$ cat config.mk
export PLATFORM = sky130hd
export DESIGN_NAME = multicycle_ctrl_flat
export DESIGN_NICKNAME = d
export VERILOG_FILES = /design/src/rtl/multicycle_ctrl_if.sv /design/src/rtl/multicycle_ctrl.sv /design/src/flat_wrapper.sv
export SDC_FILE = /design/constraint.sdc
export NUM_CORES = 1
export LEC_CHECK = 0
export CORE_ASPECT_RATIO = 0.75
export CORE_MARGIN = 4
export CORE_UTILIZATION = 47
export CTS_BUF_LIST = sky130_fd_sc_hd__clkbuf_4
export DETAILED_ROUTE_END_ITERATION = 12
export HOLD_SLACK_MARGIN = 0.02
export PLACE_DENSITY = 0.88
export SKIP_CTS_REPAIR_TIMING = 1
export SLEW_MARGIN = 20
export SYNTH_ARGS = -nofsm -noshare
export SYNTH_HDL_FRONTEND = slang
export SYNTH_SLANG_ARGS = --single-unit
$ cat constraint.sdc
create_clock -name Clk -period 3.6 [get_ports Clk]
set_input_delay 0.72 -clock Clk [delete_from_list [all_inputs] [get_ports Clk]]
set_output_delay 0.72 -clock Clk [all_outputs]
set_load 0.01 [all_outputs]
$ cat src/rtl/multicycle_ctrl_if.sv
// Purpose : handshake/strobe bundle between multicycle_ctrl and its datapath/memories.
// Latency : n/a (wires only).
// Backpressure: carried by in_imem_ready / in_dmem_ready.
// Ports   : master = the controller (drives out_*), slave = datapath/memory side (drives in_*).
//           The perf counters exist only when MULTICYCLE_CTRL_PERF_CNT_EN is defined.
interface multicycle_ctrl_if;
   logic        in_run;
   logic [31:0] in_inst;
   logic        in_imem_ready;
   logic        in_dmem_ready;
   logic        out_imem_req;
   logic        out_ir_we;
   logic        out_dmem_req;
   logic        out_dmem_we;
   logic        out_pc_we;
   logic        out_int_rf_we;
   logic        out_fp_rf_we;
   logic [2:0]  out_state;
   logic        out_trap;
   logic [1:0]  out_trap_cause;
`ifdef MULTICYCLE_CTRL_PERF_CNT_EN
   logic [63:0] out_cycle_cnt;
   logic [63:0] out_instret_cnt;
`endif

   modport master (
      input  in_run, in_inst, in_imem_ready, in_dmem_ready,
      output out_imem_req, out_ir_we, out_dmem_req, out_dmem_we, out_pc_we,
             out_int_rf_we, out_fp_rf_we, out_state, out_trap, out_trap_cause
`ifdef MULTICYCLE_CTRL_PERF_CNT_EN
      , output out_cycle_cnt, out_instret_cnt
`endif
   );

   modport slave (
      output in_run, in_inst, in_imem_ready, in_dmem_ready,
      input  out_imem_req, out_ir_we, out_dmem_req, out_dmem_we, out_pc_we,
             out_int_rf_we, out_fp_rf_we, out_state, out_trap, out_trap_cause
`ifdef MULTICYCLE_CTRL_PERF_CNT_EN
      , input out_cycle_cnt, out_instret_cnt
`endif
   );
endinterface

$ cat src/rtl/multicycle_ctrl.sv
// Purpose : FETCH/DECODE/EXEC/MEM/WB sequencer gating IR, PC, RF and memory strobes for an RV64 datapath.
// Latency : strobes are same-cycle decodes of registered state/counters and inputs; one state step per clock.
// Backpressure: stalls in FETCH until in_imem_ready, in MEM until in_dmem_ready (traps after MEM_TIMEOUT cycles).
// Ports   : Clk, Rst (synchronous, active-low); bus = multicycle_ctrl_if.master.
// Option  : define MULTICYCLE_CTRL_PERF_CNT_EN to add out_cycle_cnt / out_instret_cnt.
module multicycle_ctrl #(
   parameter int FPU_LATENCY = 4,
   parameter int MEM_TIMEOUT = 255
) (
   input  logic               Clk,
   input  logic               Rst,
   multicycle_ctrl_if.master  bus
);

   typedef enum logic [2:0] {
      S_FETCH  = 3'd0,
      S_DECODE = 3'd1,
      S_EXEC   = 3'd2,
      S_MEM    = 3'd3,
      S_WB     = 3'd4,
      S_TRAP   = 3'd7
   } state_t;

   localparam int FW = (FPU_LATENCY > 1) ? $clog2(FPU_LATENCY) : 1;
   localparam int TW = (MEM_TIMEOUT > 1) ? $clog2(MEM_TIMEOUT) : 1;
   localparam logic [FW-1:0] FPU_LAST = FW'(FPU_LATENCY - 1);
   localparam logic [TW-1:0] TO_LAST  = TW'(MEM_TIMEOUT - 1);

   state_t        state;
   logic [FW-1:0] fpu_cnt;
   logic [TW-1:0] to_cnt;
   logic          trap;
   logic [1:0]    trap_cause;

   // Instruction classification (IR is stable for the whole instruction)
   logic [6:0] opc;
   logic       is_load, is_store, is_load_fp, is_store_fp, is_op_fp, is_branch;
   logic       is_legal, is_mem_op, is_any_store, fp_to_int, fp_dest, rd_zero;

   assign opc = bus.in_inst[6:0];

   always_comb begin
      is_load     = (opc == 7'b0000011);
      is_store    = (opc == 7'b0100011);
      is_load_fp  = (opc == 7'b0000111);
      is_store_fp = (opc == 7'b0100111);
      is_op_fp    = (opc == 7'b1010011);
      is_branch   = (opc == 7'b1100011);
      is_legal    = 1'b0;
      case (opc)
         7'b0000011, 7'b0100011, 7'b0000111, 7'b0100111, 7'b1010011,
         7'b0110011, 7'b0010011, 7'b0111011, 7'b0011011, 7'b0110111,
         7'b0010111, 7'b1101111, 7'b1100111, 7'b1100011: is_legal = 1'b1;
         default:                                          is_legal = 1'b0;
      endcase
   end

   assign is_mem_op    = is_load | is_store | is_load_fp | is_store_fp;
   assign is_any_store = is_store | is_store_fp;
   // FP compare (10100), convert-to-int (11000) and move/class (11100) land in the integer RF
   assign fp_to_int    = (bus.in_inst[31:27] == 5'b10100) ||
                         (bus.in_inst[31:27] == 5'b11000) ||
                         (bus.in_inst[31:27] == 5'b11100);
   assign fp_dest      = is_load_fp | (is_op_fp & ~fp_to_int);
   assign rd_zero      = (bus.in_inst[11:7] == 5'd0);

   logic exec_last, mem_expire;
   assign exec_last  = ~is_op_fp | (fpu_cnt == FPU_LAST);
   // ready in the limit cycle takes priority over the timeout
   assign mem_expire = ~bus.in_dmem_ready & (to_cnt == TO_LAST);

   // Strobes
   logic pc_we;
   assign pc_we = ((state == S_EXEC) & exec_last & is_branch) |
                  ((state == S_MEM) & bus.in_dmem_ready & is_any_store) |
                  (state == S_WB);

   assign bus.out_imem_req   = (state == S_FETCH) & bus.in_run;
   assign bus.out_ir_we      = (state == S_FETCH) & bus.in_run & bus.in_imem_ready;
   assign bus.out_dmem_req   = (state == S_MEM);
   assign bus.out_dmem_we    = (state == S_MEM) & is_any_store;
   assign bus.out_pc_we      = pc_we;
   assign bus.out_fp_rf_we   = (state == S_WB) & fp_dest;
   assign bus.out_int_rf_we  = (state == S_WB) & ~fp_dest & ~rd_zero;
   assign bus.out_state      = state;
   assign bus.out_trap       = trap;
   assign bus.out_trap_cause = trap_cause;

   always_ff @(posedge Clk) begin
      if (!Rst) begin
         state      <= S_FETCH;
         fpu_cnt    <= '0;
         to_cnt     <= '0;
         trap       <= 1'b0;
         trap_cause <= 2'd0;
      end else begin
         case (state)
            S_FETCH: begin
               if (bus.in_run && bus.in_imem_ready) state <= S_DECODE;
            end
            S_DECODE: begin
               if (is_legal) begin
                  state <= S_EXEC;
               end else begin
                  state      <= S_TRAP;
                  trap       <= 1'b1;
                  trap_cause <= 2'd1;
               end
            end
            S_EXEC: begin
               if (exec_last) begin
                  fpu_cnt <= '0;
                  state   <= is_mem_op ? S_MEM : (is_branch ? S_FETCH : S_WB);
               end else begin
                  fpu_cnt <= fpu_cnt + 1'b1;
               end
            end
            S_MEM: begin
               if (bus.in_dmem_ready) begin
                  to_cnt <= '0;
                  state  <= is_any_store ? S_FETCH : S_WB;
               end else if (mem_expire) begin
                  to_cnt     <= '0;
                  state      <= S_TRAP;
                  trap       <= 1'b1;
                  trap_cause <= 2'd2;
               end else begin
                  to_cnt <= to_cnt + 1'b1;
               end
            end
            S_WB:    state <= S_FETCH;
            S_TRAP:  state <= S_TRAP;
            default: state <= S_FETCH;   // codes 5/6 recover to FETCH
         endcase
      end
   end

`ifdef MULTICYCLE_CTRL_PERF_CNT_EN
   logic [63:0] cycle_cnt, instret_cnt;
   always_ff @(posedge Clk) begin
      if (!Rst) begin
         cycle_cnt   <= '0;
         instret_cnt <= '0;
      end else begin
         if (state != S_TRAP) cycle_cnt   <= cycle_cnt + 64'd1;
         if (pc_we)           instret_cnt <= instret_cnt + 64'd1;
      end
   end
   assign bus.out_cycle_cnt   = cycle_cnt;
   assign bus.out_instret_cnt = instret_cnt;
`endif

   // funct5 low bits outside [31:27], rs fields and funct3 are not needed for sequencing
   logic unused_inst_bits;
   assign unused_inst_bits = ^bus.in_inst[26:12];

endmodule

$ cat src/flat_wrapper.sv
// flat-port wrapper written by rule: the top's interface ports become plain ports
module multicycle_ctrl_flat 
#(
   parameter int FPU_LATENCY = 4,
   parameter int MEM_TIMEOUT = 255
)
  (Clk, Rst, bus_in_run, bus_in_inst, bus_in_imem_ready, bus_in_dmem_ready, bus_out_imem_req, bus_out_ir_we, bus_out_dmem_req, bus_out_dmem_we, bus_out_pc_we, bus_out_int_rf_we, bus_out_fp_rf_we, bus_out_state, bus_out_trap, bus_out_trap_cause);
  multicycle_ctrl_if bus_i ();
  input  logic Clk;
  input  logic Rst;
  input wire logic [$bits(bus_i.in_run)-1:0] bus_in_run;
  input wire logic [$bits(bus_i.in_inst)-1:0] bus_in_inst;
  input wire logic [$bits(bus_i.in_imem_ready)-1:0] bus_in_imem_ready;
  input wire logic [$bits(bus_i.in_dmem_ready)-1:0] bus_in_dmem_ready;
  output wire logic [$bits(bus_i.out_imem_req)-1:0] bus_out_imem_req;
  output wire logic [$bits(bus_i.out_ir_we)-1:0] bus_out_ir_we;
  output wire logic [$bits(bus_i.out_dmem_req)-1:0] bus_out_dmem_req;
  output wire logic [$bits(bus_i.out_dmem_we)-1:0] bus_out_dmem_we;
  output wire logic [$bits(bus_i.out_pc_we)-1:0] bus_out_pc_we;
  output wire logic [$bits(bus_i.out_int_rf_we)-1:0] bus_out_int_rf_we;
  output wire logic [$bits(bus_i.out_fp_rf_we)-1:0] bus_out_fp_rf_we;
  output wire logic [$bits(bus_i.out_state)-1:0] bus_out_state;
  output wire logic [$bits(bus_i.out_trap)-1:0] bus_out_trap;
  output wire logic [$bits(bus_i.out_trap_cause)-1:0] bus_out_trap_cause;
  assign bus_i.in_run = bus_in_run;
  assign bus_i.in_inst = bus_in_inst;
  assign bus_i.in_imem_ready = bus_in_imem_ready;
  assign bus_i.in_dmem_ready = bus_in_dmem_ready;
  assign bus_out_imem_req = bus_i.out_imem_req;
  assign bus_out_ir_we = bus_i.out_ir_we;
  assign bus_out_dmem_req = bus_i.out_dmem_req;
  assign bus_out_dmem_we = bus_i.out_dmem_we;
  assign bus_out_pc_we = bus_i.out_pc_we;
  assign bus_out_int_rf_we = bus_i.out_int_rf_we;
  assign bus_out_fp_rf_we = bus_i.out_fp_rf_we;
  assign bus_out_state = bus_i.out_state;
  assign bus_out_trap = bus_i.out_trap;
  assign bus_out_trap_cause = bus_i.out_trap_cause;
  multicycle_ctrl #(.FPU_LATENCY(FPU_LATENCY), .MEM_TIMEOUT(MEM_TIMEOUT)) u_core (.Clk(Clk), .Rst(Rst), .bus(bus_i));
endmodule
== Yosys cells after proc, flatten, opt, wreduce, memory -nomap -nowiden ==
Cells that the tools add are included.
Storage, ports and cells
  flip-flop bits (word level): 16
  word-level logic and storage cells: 92
Cells by class
  add/subtract/negate cells: 2
  equal/unequal tests: 30
  muxes and demuxes: 21
  bitwise logic cells: 25
  reduce and logical (&&, ||, !) cells: 9
Operator list (count)
  $eq 7x6->1 const B: 5
  $eq 7x7->1 const B: 4
  $mux 3: 8
  $eq 7x5->1 const B: 3
  $mux 8: 2
  $eq 5x5->1 const B: 3
  $pmux 3 s5: 1
  $reduce_or 14->1: 1
  $and 1x1->1: 12
  $add 8x1->8 const B: 1
  $eq 8x8->1 const B: 1
  $mux 2: 4
  $or 1x1->1: 8
  $eq 7x2->1 const B: 1
  $eq 7x3->1 const B: 1
  $eq 3x2->1 const B: 2
  $eq 3x3->1 const B: 2
  $ne 2x2->1 const B: 3
  $logic_not 5->1: 1
  $not 1->1: 5
  $mux 1: 4
  $ne 2x1->1 const B: 2
  $pmux 2 s2: 1
  $reduce_and 4->1: 1
  other kinds (10): 11

== Depth between registers and ports, before layout ==
  word-level depth: 9
  mapped depth: 8
  depth with buffers taken out: 7

== Worst setup path after synthesis ==
Ideal clock, no wire load.
  path kind: input to output
  from: input port bus_in_inst[6]
  to: output port bus_out_fp_rf_we
  data arrival time: 1.905 ns
  data required time: 2.880 ns
  setup slack: 0.975 ns
  cell stages on the path: 5
  cells stage by stage: buf_2 nor4_1 nand2_1 a21oi_1 nor3b_1
Between the ends
  word-level cells in the longest chain between the ends: 4
  elaborated cells on any way between the ends: 5
  classes of those cells: eq/ne: 2; bitwise: 3
Ends and longest elaborated chain
  start, declared: line flat_wrapper.sv:12  | input wire logic [$bits(bus_i.in_inst)-1:0] bus_in_inst;
  $eq 7x7->1: line multicycle_ctrl.sv:47  | is_op_fp = (opc == 7'b1010011);
  $and 1x1->1: line multicycle_ctrl.sv:64  | assign fp_dest = is_load_fp | (is_op_fp & ~fp_to_int);
  $or 1x1->1 (*): line multicycle_ctrl.sv:64
  $and 1x1->1 (*): line multicycle_ctrl.sv:83  | assign bus.out_fp_rf_we = (state == S_WB) & fp_dest;
  end, declared: line flat_wrapper.sv:21  | output wire logic [$bits(bus_i.out_fp_rf_we)-1:0] bus_out_fp_rf_we;
Every way passes the cells marked *; elsewhere a longest branch is shown, timed or not.

== Worst setup path after layout ==
  from: input port bus_in_inst[2]
  to: output port bus_out_int_rf_we
Between the ends
  word-level cells in the longest chain between the ends: 6
  elaborated cells on any way between the ends: 7
  classes of those cells: eq/ne: 2; bitwise: 5
Ends and longest elaborated chain
  $eq 7x7->1: line multicycle_ctrl.sv:47
  $and 1x1->1: line multicycle_ctrl.sv:64
  $or 1x1->1 (*): line multicycle_ctrl.sv:64
  $not 1->1 (*): line multicycle_ctrl.sv:84  | assign bus.out_int_rf_we = (state == S_WB) & ~fp_dest & ~rd_zero;
  $and 1x1->1 (*) (2 in series): line multicycle_ctrl.sv:84
  end, declared: line flat_wrapper.sv:20  | output wire logic [$bits(bus_i.out_int_rf_we)-1:0] bus_out_int_rf_we;
Marked as above.

==> out/metrics.cfg <==
[timing]
slew-limit-headroom_pct=61.8
hold_violations=0
worst_pin_slew_ns=0.565
slew_viol_final=0
fin_crit_sh_pct=96.9
rsz0062_at_grt=true
holdWs_ns=0.478
timing.final.ws_setup_ns=0.111
fin_crit_ns=3.49
setup_viol=0
clock_skew_ns=0.00240
max_freq_mhz=287

[placed_design]
dp_slack_ns=0.0613
gp_congestion=0.897
placed_area_mm2=0.00156
dp_hpwl_um=2340
portBuffers=34

[drt]
drt_iter0_drc=43
vias=1226
vias_per_cell=5.62
ant_nets=0
wl_per_cell_um=13.8
wl_um=3000
dr.pass1.iters=4
drc=0

[cts]
clkTransAtPathRegs_ns=0.09
htreeDepth=1
cts_root_buf=clkbuf_4
clock_latency_ns=0.29
clkSinkCount=16
cts_buffers=3
cts_tree=yes
cts_buffer_depth=2

[power_and_ir_drop]
ir_drop_v=0.000272
p_leak_nw=0.595
powerDensity_mw_per_mm2=285

[layout]
syn_to_final_growth_pct=36.2
n_antenna_cell=0
final_nets=225
final_cell_area_mm2=0.00160
drive_above_1_share_pct=11.4
fin_util_pct=68.0

[logic_synthesis]
postSynthAreaPerCell_um2=7.91
yosys-top-cells-area=dfxtp_1 (27%), a21oi_1 (5.1%), o21ai_0 (3.8%), ha_1 (3.2%), nand2_1 (3.2%)
yosysWarnings=0
synth-async-reset-ratio_pct=0
post-synth-top-count-cell=dfxtp_1
yosysUniqueCellTypes=50
synth-seq-cells=16
yosysTopAreaCellShare_pct=27.4
synth_edf_count=0
synthFlopType=dfxtp_1
yosysTopAreaCell=dfxtp_1
syn_inst=148
yosys-top-cells-count=dfxtp_1 (16), a21oi_1 (12), nand2_1 (10)
ys_seq_area_share_pct=27.4
syn_area_mm2=0.00117
syn_nets=188

[worst_setup_path]
crit_required_ns=2.88
rrSetupSlack_ns=1.65
critPathLaunchType=primary input
crit_slowest_cell=clkdlybuf4s50_1
critical_path_class=primary input to primary output
crit_path_max_incr_delay_ns=0.65
arrival_ns=2.77
cp_common_cell=clkdlybuf4s50_1
cp_max_fo=6
path_cells=clkdlybuf4s50_1 -> and2b_4 -> nand4bb_4 -> a21o_2 -> a21oi_1 -> a2111oi_0 -> clkdlybuf4s50_1
crit_path_end_kind=primary output

[run_status]
status=finished clean

[grt]
gr-usage-all-layers_pct=18.6
overflow=0
grt_pass1_vias=1124
grt_max_degree=19
grt_pass1_wl_um=4940
antenna_found_initial=0

[die]
fp.dieH_um=51.2
num_rows=15
ios=50
core_region_area_mm2=0.00235
dieArea_mm2=0.00336
die_width_um=65.6
initial_utilization_pct=49.9

[job]
max-cap-violations=0

[hold_path]
hp-class=flop to flop

[final timing paths]
path                                        startpoint                          endpoint  depth (start not counted)
hold reg to reg       u_core.bus.out_trap$_SDFFE_PN0P_  u_core.bus.out_trap$_SDFFE_PN0P_                          2
setup / recovery                        bus_in_inst[2]                 bus_out_int_rf_we                          7
hold / removal        u_core.bus.out_trap$_SDFFE_PN0P_  u_core.bus.out_trap$_SDFFE_PN0P_                          2
setup reg to reg  u_core.bus.out_state[1]$_SDFFE_PN0P_     u_core.to_cnt[2]$_SDFFE_PN0P_                          7
[per-layer routing]
| layer | GRT usage [%] | wire length [um] | share of wire (%) |
|---|---|---|---|
| met3 | 3.52 | 143 | 4.8 |
| met4 | 2.07 | 12 | 0.40 |
| met2 | 32.1 | 1460 | 49 |
| met1 | 24.9 | 1390 | 46 |
| met5 | 0 | 0 | 0 |
[critical path: cells and delay by family]
kind / cells / cell delay [ns]
compound gates: 3 / 0.50
simple gates: 2 / 0.35
buf+inv: 2 / 1.21
[state kept, by name (all words and copies together) (netlist names)]
name	flops
u_core.fpu_cnt	2
u_core.to_cnt	8
u_core.bus.out_state	3
u_core.bus.out_trap_cause	2
u_core.bus.out_trap	1
[cells in the final DEF (no fill, tap or decap), types with 2 or more instances in the layout]
master and instances:
o31a_1 2, nand3b_1 2, o311a_1 2, nor3_1 5, buf_4 4, nand2_1 10
clkbuf_4 3, nor2b_1 5, nand2b_1 6, a21boi_0 4, inv_1 7, o211ai_1 2
dfxtp_1 16, o21ai_0 9, nor3b_1 3, clkdlybuf4s50_1 33, a22o_1 2, nand3_1 7
nor2_1 8, and2_1 4, ha_1 3, a21oi_1 12, nor4b_1 2, and3_1 2
nor4_1 2
[final cells by class]
type	count	area [um^2]
Multi-Input combinational cell	118	803
Tap cell	34	42.5
Sequential cell	16	320
Inverter	8	30.0
Clock inverter	1	3.75
Clock buffer	3	22.5
Timing Repair Buffer	38	373
Fill cell	208	751
[through the flow]
step,setup TNS [ns],power [mW],std cells
CTS,0,0.456,218
finish,0,0.454,218
floorplan,0,0.286,148
global route,-0.0635,0.483,218
global placement,0,0.356,214
detailed placement,0,0.360,214
[cell families (layout without fill, tap and decap cells)]
group	Yosys count	in the layout	share of synthesized area, %
AND/OR/NAND/NOR	66	66	34.9
AO/OA/AOI/OAI	48	48	28.7
flip-flops	16	16	27.4
buffers and inverters	14	50	5.02
adder cells (fa/ha/maj)	3	3	3.21
XOR/XNOR	1	1	0.748
[power by group]
part	switching (mW)	internal, mW	total, mW
Clock	0.0555	0.0404	0.0959
Sequential	0.0220	0.187	0.209
Combinational	0.0638	0.0857	0.150
Total	0.141	0.313	0.454
Power figures use the tool's default switching activity.
==> patch 1: new RTL, same flow settings <==
`MEM_TIMEOUT` is set to 255 in 2 places; all go to 510.
--- a/src/rtl/multicycle_ctrl.sv
+++ b/src/rtl/multicycle_ctrl.sv
@@ -5,7 +5,7 @@
 // Option  : define MULTICYCLE_CTRL_PERF_CNT_EN to add out_cycle_cnt / out_instret_cnt.
 module multicycle_ctrl #(
    parameter int FPU_LATENCY = 4,
-   parameter int MEM_TIMEOUT = 255
+   parameter int MEM_TIMEOUT = 510
 ) (
    input  logic               Clk,
    input  logic               Rst,
--- a/src/flat_wrapper.sv
+++ b/src/flat_wrapper.sv
@@ -2,7 +2,7 @@
 module multicycle_ctrl_flat 
 #(
    parameter int FPU_LATENCY = 4,
-   parameter int MEM_TIMEOUT = 255
+   parameter int MEM_TIMEOUT = 510
 )
   (Clk, Rst, bus_in_run, bus_in_inst, bus_in_imem_ready, bus_in_dmem_ready, bus_out_imem_req, bus_out_ir_we, bus_out_dmem_req, bus_out_dmem_we, bus_out_pc_we, bus_out_int_rf_we, bus_out_fp_rf_we, bus_out_state, bus_out_trap, bus_out_trap_cause);
   multicycle_ctrl_if bus_i ();
Formal check against the unedited RTL: same outputs for any inputs over 10 cycles, from zero or initial values and one cycle with Rst low; that may be too few to reach the edited logic, so the function may still have changed.
==> patch 1 against the original RTL <==
Global-route usage increased by 1.6 points. Largest power group unchanged. Sequential cell count increased by 1. Synthesized area is 2.5% lower. Highest routed layer unchanged. Final area fell by 2.0%. Total power is 1.2% higher. Clock skew grew 0.0040 ns. Setup slack gained 0.015 ns. Wire length rose by 8.5%.
==> patch 1: results (changes against the original RTL) <==
[run_status]
status = completed

[synthesis]
avgSynthCellArea_um2 = 7.933  ; +0.25%
synthTopCellsByArea = dfxtp_1 30%, nand2_1 4.3%, nor2_1 4.3%
yosys-top-cells-count = 17 x dfxtp_1, 13 x nand2_1, 13 x nor2_1
synth_nets = 184  ; -2.1%
synth_cell_types = 51  ; +2.0%
synth_flop_cell = dfxtp_1
yosysSeqAreaShare = 0.2979  ; +0.02441

[grt]
grt_util_all_layers = 0.2025  ; +0.01616
grt_first_pass_wirelength_mm = 5.285  ; +7.0%
grt_util_met3 = 0.04251  ; +0.007341
grt_util_met2 = 0.3497  ; +0.02861
use_met1 = 0.2537  ; +0.005055
grt_pass1_vias = 1188  ; +5.7%
grt_max_degree = 16  ; -3

[power_and_ir_drop]
p_leak_nw = 0.5626  ; -5.5%
seq_power_w = 0.000209  ; about the same
sw_frac_of_total = 0.2963  ; -0.01496
power_frac_seq = 0.454  ; -0.006
vdd.ir_drop.worst_uv = 161.0  ; -41%
p_comb_frac = 0.306  ; -0.023

[setup_path]
worstRegToRegCells = 6  ; -1
worstPathArrival_ns = 2.75  ; -0.02 ns
cp_max_fo = 4  ; -2
cpPeakStageDelay_ns = 0.60  ; -0.05 ns

[layout]
largest_register_ff_count = 9  ; +1
area_growth_pct = 36.80
fin_area_mm2 = 0.001563  ; -2.0%
sh_seq_area = 0.2178  ; +0.01699
multi_input_gates = 112  ; -5.1%
drive_above_1_share = 0.08380  ; -0.03033
layout.nets = 220  ; -2.2%
bufAreaShareNonClock = 0.2370  ; +0.003264
clock_cell_area_share = 0.01922  ; +0.002745
clock_buffers = 4  ; +1
multi_input_area_um2 = 749.5  ; -6.7%
final.fill_count = 203  ; -2.4%
largest-register = u_core.to_cnt
antenna-diode-count = 0  ; unchanged

[placement]
place.gp.congestion = 0.8576  ; -4.4%
dp_slack_ns = 0.1005  ; +0.03923 ns
dp.cells = 209  ; -2.3%
place_area_mm2 = 0.001524  ; -2.0%
portBuffers = 34  ; unchanged
hpwl_mm = 2.526  ; +7.9%

[cts]
ctsHtreeMaxLevel = 1  ; unchanged
cts_sinks = 17  ; +1
root_buffer = clkbuf_4
path_clk_slew_ns = 0.09  ; about the same

[routing]
route.met3.wl_um = 183  ; +28%
drt_iter0_drc = 83  ; +93%
wl_met1_mm = 1.468  ; +6.0%
wl_per_cell_um = 15.29  ; +11%
wl_met2_mm = 1.574  ; +7.8%
via_count = 1281  ; +4.5%
wirelength_mm = 3.256  ; +8.5%

[hold_path]
hold_depth = 2  ; unchanged

[timing]
fin_skew_ns = 0.006414  ; +0.004012 ns
relSlewSlack = 0.6446  ; +0.02621

-- patch 1: final timing paths --
check | end | from | slack [ns]
worst max-delay path | bus_out_pc_we | bus_in_inst[0] | 0.13
worst min-delay path | u_core.bus.out_trap_cause[1] | u_core.bus.out_trap_cause[1] | 0.48
worst max register to register | u_core.to_cnt[2] | u_core.to_cnt[1] | 1.81
worst min register to register | u_core.bus.out_trap_cause[1] | u_core.bus.out_trap_cause[1] | 0.48
-- patch 1: logic make-up (layout without fill, tap and decap cells) --
kind of cell | after synthesis | in the layout | synth area share
AND/OR/NAND/NOR | 61 | 61 | 0.3023
AO/OA/AOI/OAI | 46 | 46 | 0.2957
flip-flops | 17 | 17 | 0.2979
buffers and inverters | 15 | 50 | 0.05367
adder cells (fa/ha/maj) | 3 | 3 | 0.03286
XOR/XNOR | 1 | 1 | 0.007668
multiplexers | 1 | 1 | 0.009857
==> patch 2: new RTL, same settings <==
Without the edit above. Compare `to_cnt` against `TO_LAST` with >= in place of ==.
--- a/src/rtl/multicycle_ctrl.sv
+++ b/src/rtl/multicycle_ctrl.sv
@@ -67,7 +67,7 @@
    logic exec_last, mem_expire;
    assign exec_last  = ~is_op_fp | (fpu_cnt == FPU_LAST);
    // ready in the limit cycle takes priority over the timeout
-   assign mem_expire = ~bus.in_dmem_ready & (to_cnt == TO_LAST);
+   assign mem_expire = ~bus.in_dmem_ready & (to_cnt >= TO_LAST);
 
    // Strobes
    logic pc_we;
Function: same outputs for any inputs over 10 cycles, from zero or initial values and one cycle with Rst low; that may be too few to reach the edited logic, so the function may still have changed.
==> patch 2 against the original RTL <==
Total power fell by 21%. Setup slack improved by 0.19 ns. Count of clock-buffer cells in the layout did not move. Synthesized area fell by 12%. Final area fell by 12%. Wire length fell by 6.1%. Global-route usage fell by 0.66 points. Sequential cell count did not move.
==> patch 2: results (changes against the original RTL) <==
[layout]
drive_above_1_share = 0.04734  ; -0.06679
fin_cells = 193  ; -11%
layout.nets = 211  ; -6.2%
largest-register = u_core.to_cnt
largest_register_ff_count = 8  ; unchanged
final.fill_count = 179  ; -14%

[setup_path]
startpoint = bus_in_inst[3]
worstPathArrival_ns = 2.58  ; -0.19 ns
timing.rr.end = u_core.to_cnt[6]
worstRegToRegCells = 7  ; unchanged
timing.rr.start = u_core.to_cnt[0]
reg2reg_slack_ns = 1.62  ; -0.03 ns
endpoint = bus_out_dmem_we

[power_and_ir_drop]
sw_frac_of_total = 0.2597  ; -0.05155
vdd.ir_drop.worst_uv = 203.3  ; -25%
p_leak_nw = 0.4939  ; -17%

[routing]
wl_per_cell_um = 14.61  ; +6.1%
via_count = 1178  ; -3.9%
route.met3.wl_um = 231  ; +62%
drt_iter0_drc = 88  ; +100%
ant_nets = 0  ; unchanged
wl_met2_mm = 1.387  ; -5.0%
highest_layer = met3
wl_met1_mm = 1.200  ; -13%

[cts]
clk_path_buf_depth = 2  ; unchanged
cts_buffers = 3  ; unchanged

[synthesis]
avgSynthCellArea_um2 = 7.572  ; -4.3%
async_flop_share = 0  ; unchanged
synth_cell_types = 38  ; -24%
synthTopCellsByArea = dfxtp_1 31%, nor2_1 5.8%, a21oi_1 4.4%
yosys-top-cells-count = 16 x dfxtp_1, 16 x nor2_1, 9 x a21oi_1, 9 x nand2_1, 8 x nand3_1
yosysSeqAreaShare = 0.3111  ; +0.03755
synth_nets = 176  ; -6.4%

[placement]
place.gp.congestion = 0.8343  ; -7.0%
dp_slack_ns = 0.3809  ; +0.3196 ns
place_area_mm2 = 0.001385  ; -11%
hpwl_mm = 2.237  ; -4.5%

[grt]
grt_pass1_vias = 945  ; -16%
grt_first_pass_wirelength_mm = 4.264  ; -14%
grt_util_all_layers = 0.1798  ; -0.006571
grt_max_degree = 14  ; -5

[run_status]
status = completed

[timing]
fin_skew_ns = 0.003002  ; +0.0006001 ns
relSlewSlack = 0.6926  ; +0.07420
min_period_ns = 3.296  ; -0.1925 ns

-- patch 2: through the flow --
| stage | total power, W | util |
|---|---|---|
| 6_report | 0.0003578 | 0.6868 |
| 4_1_cts | 0.0003595 | 0.6868 |
| 2_1_floorplan | 0.0002241 | - |
| 5_1_grt | 0.0003731 | 0.6868 |
| 3_5_place_dp | 0.0002703 | 0.6758 |
| 3_3_place_gp | 0.0002678 | 0.6758 |
-- patch 2: logic make-up after synthesis --
group	share of synthesized area
flip-flops	0.3111
AND/OR/NAND/NOR	0.3743
adder cells (fa/ha/maj)	0.03646
AO/OA/AOI/OAI	0.2333
buffers and inverters	0.04495
-- patch 2: power by group through the flow --
stage / sequential [W] / combinational (W) / clock, W
final: 0.000188 / 0.0000786 / 0.0000910
after global routing: 0.000189 / 0.0000848 / 0.0000989
after CTS: 0.000188 / 0.0000783 / 0.0000931
after detailed placement: 0.000192 / 0.0000780 / 0
after global placement: 0.000192 / 0.0000761 / 0
after floorplan: 0.000191 / 0.0000332 / 0
-- patch 2: worst max-delay path: stages --
cell	delay (ns)
clkdlybuf4s50_1	0.43
nand3b_1	0.29
nor3_1	0.38
and3_1	0.22
clkdlybuf4s50_1	0.53
-- patch 2: worst min-delay path by stage --
stage,from,to,slack (ns)
floorplan,u_core.to_cnt[7],u_core.to_cnt[7],0.45
global placement,u_core.bus.out_trap,u_core.bus.out_trap,0.44
detailed placement,u_core.bus.out_trap,u_core.bus.out_trap,0.45
CTS,u_core.bus.out_trap,u_core.bus.out_trap,0.46
global route,u_core.bus.out_trap,u_core.bus.out_trap,0.48
finish,u_core.bus.out_trap,u_core.bus.out_trap,0.46
-- patch 2: metal layers --
layer,up-vias,GRT usage
met3,0,0.05053
met2,57,0.2741
met1,551,0.2544
met4,0,0.02473
li1,570,-
met5,-,0
-- patch 2: cell type report --
type,count,area share
multi-input combinational,109,0.4711
clock buffer,3,0.01600
sequential,16,0.2276
tap,24,0.02133
timing repair buffer,34,0.2418
inverter,7,0.02222
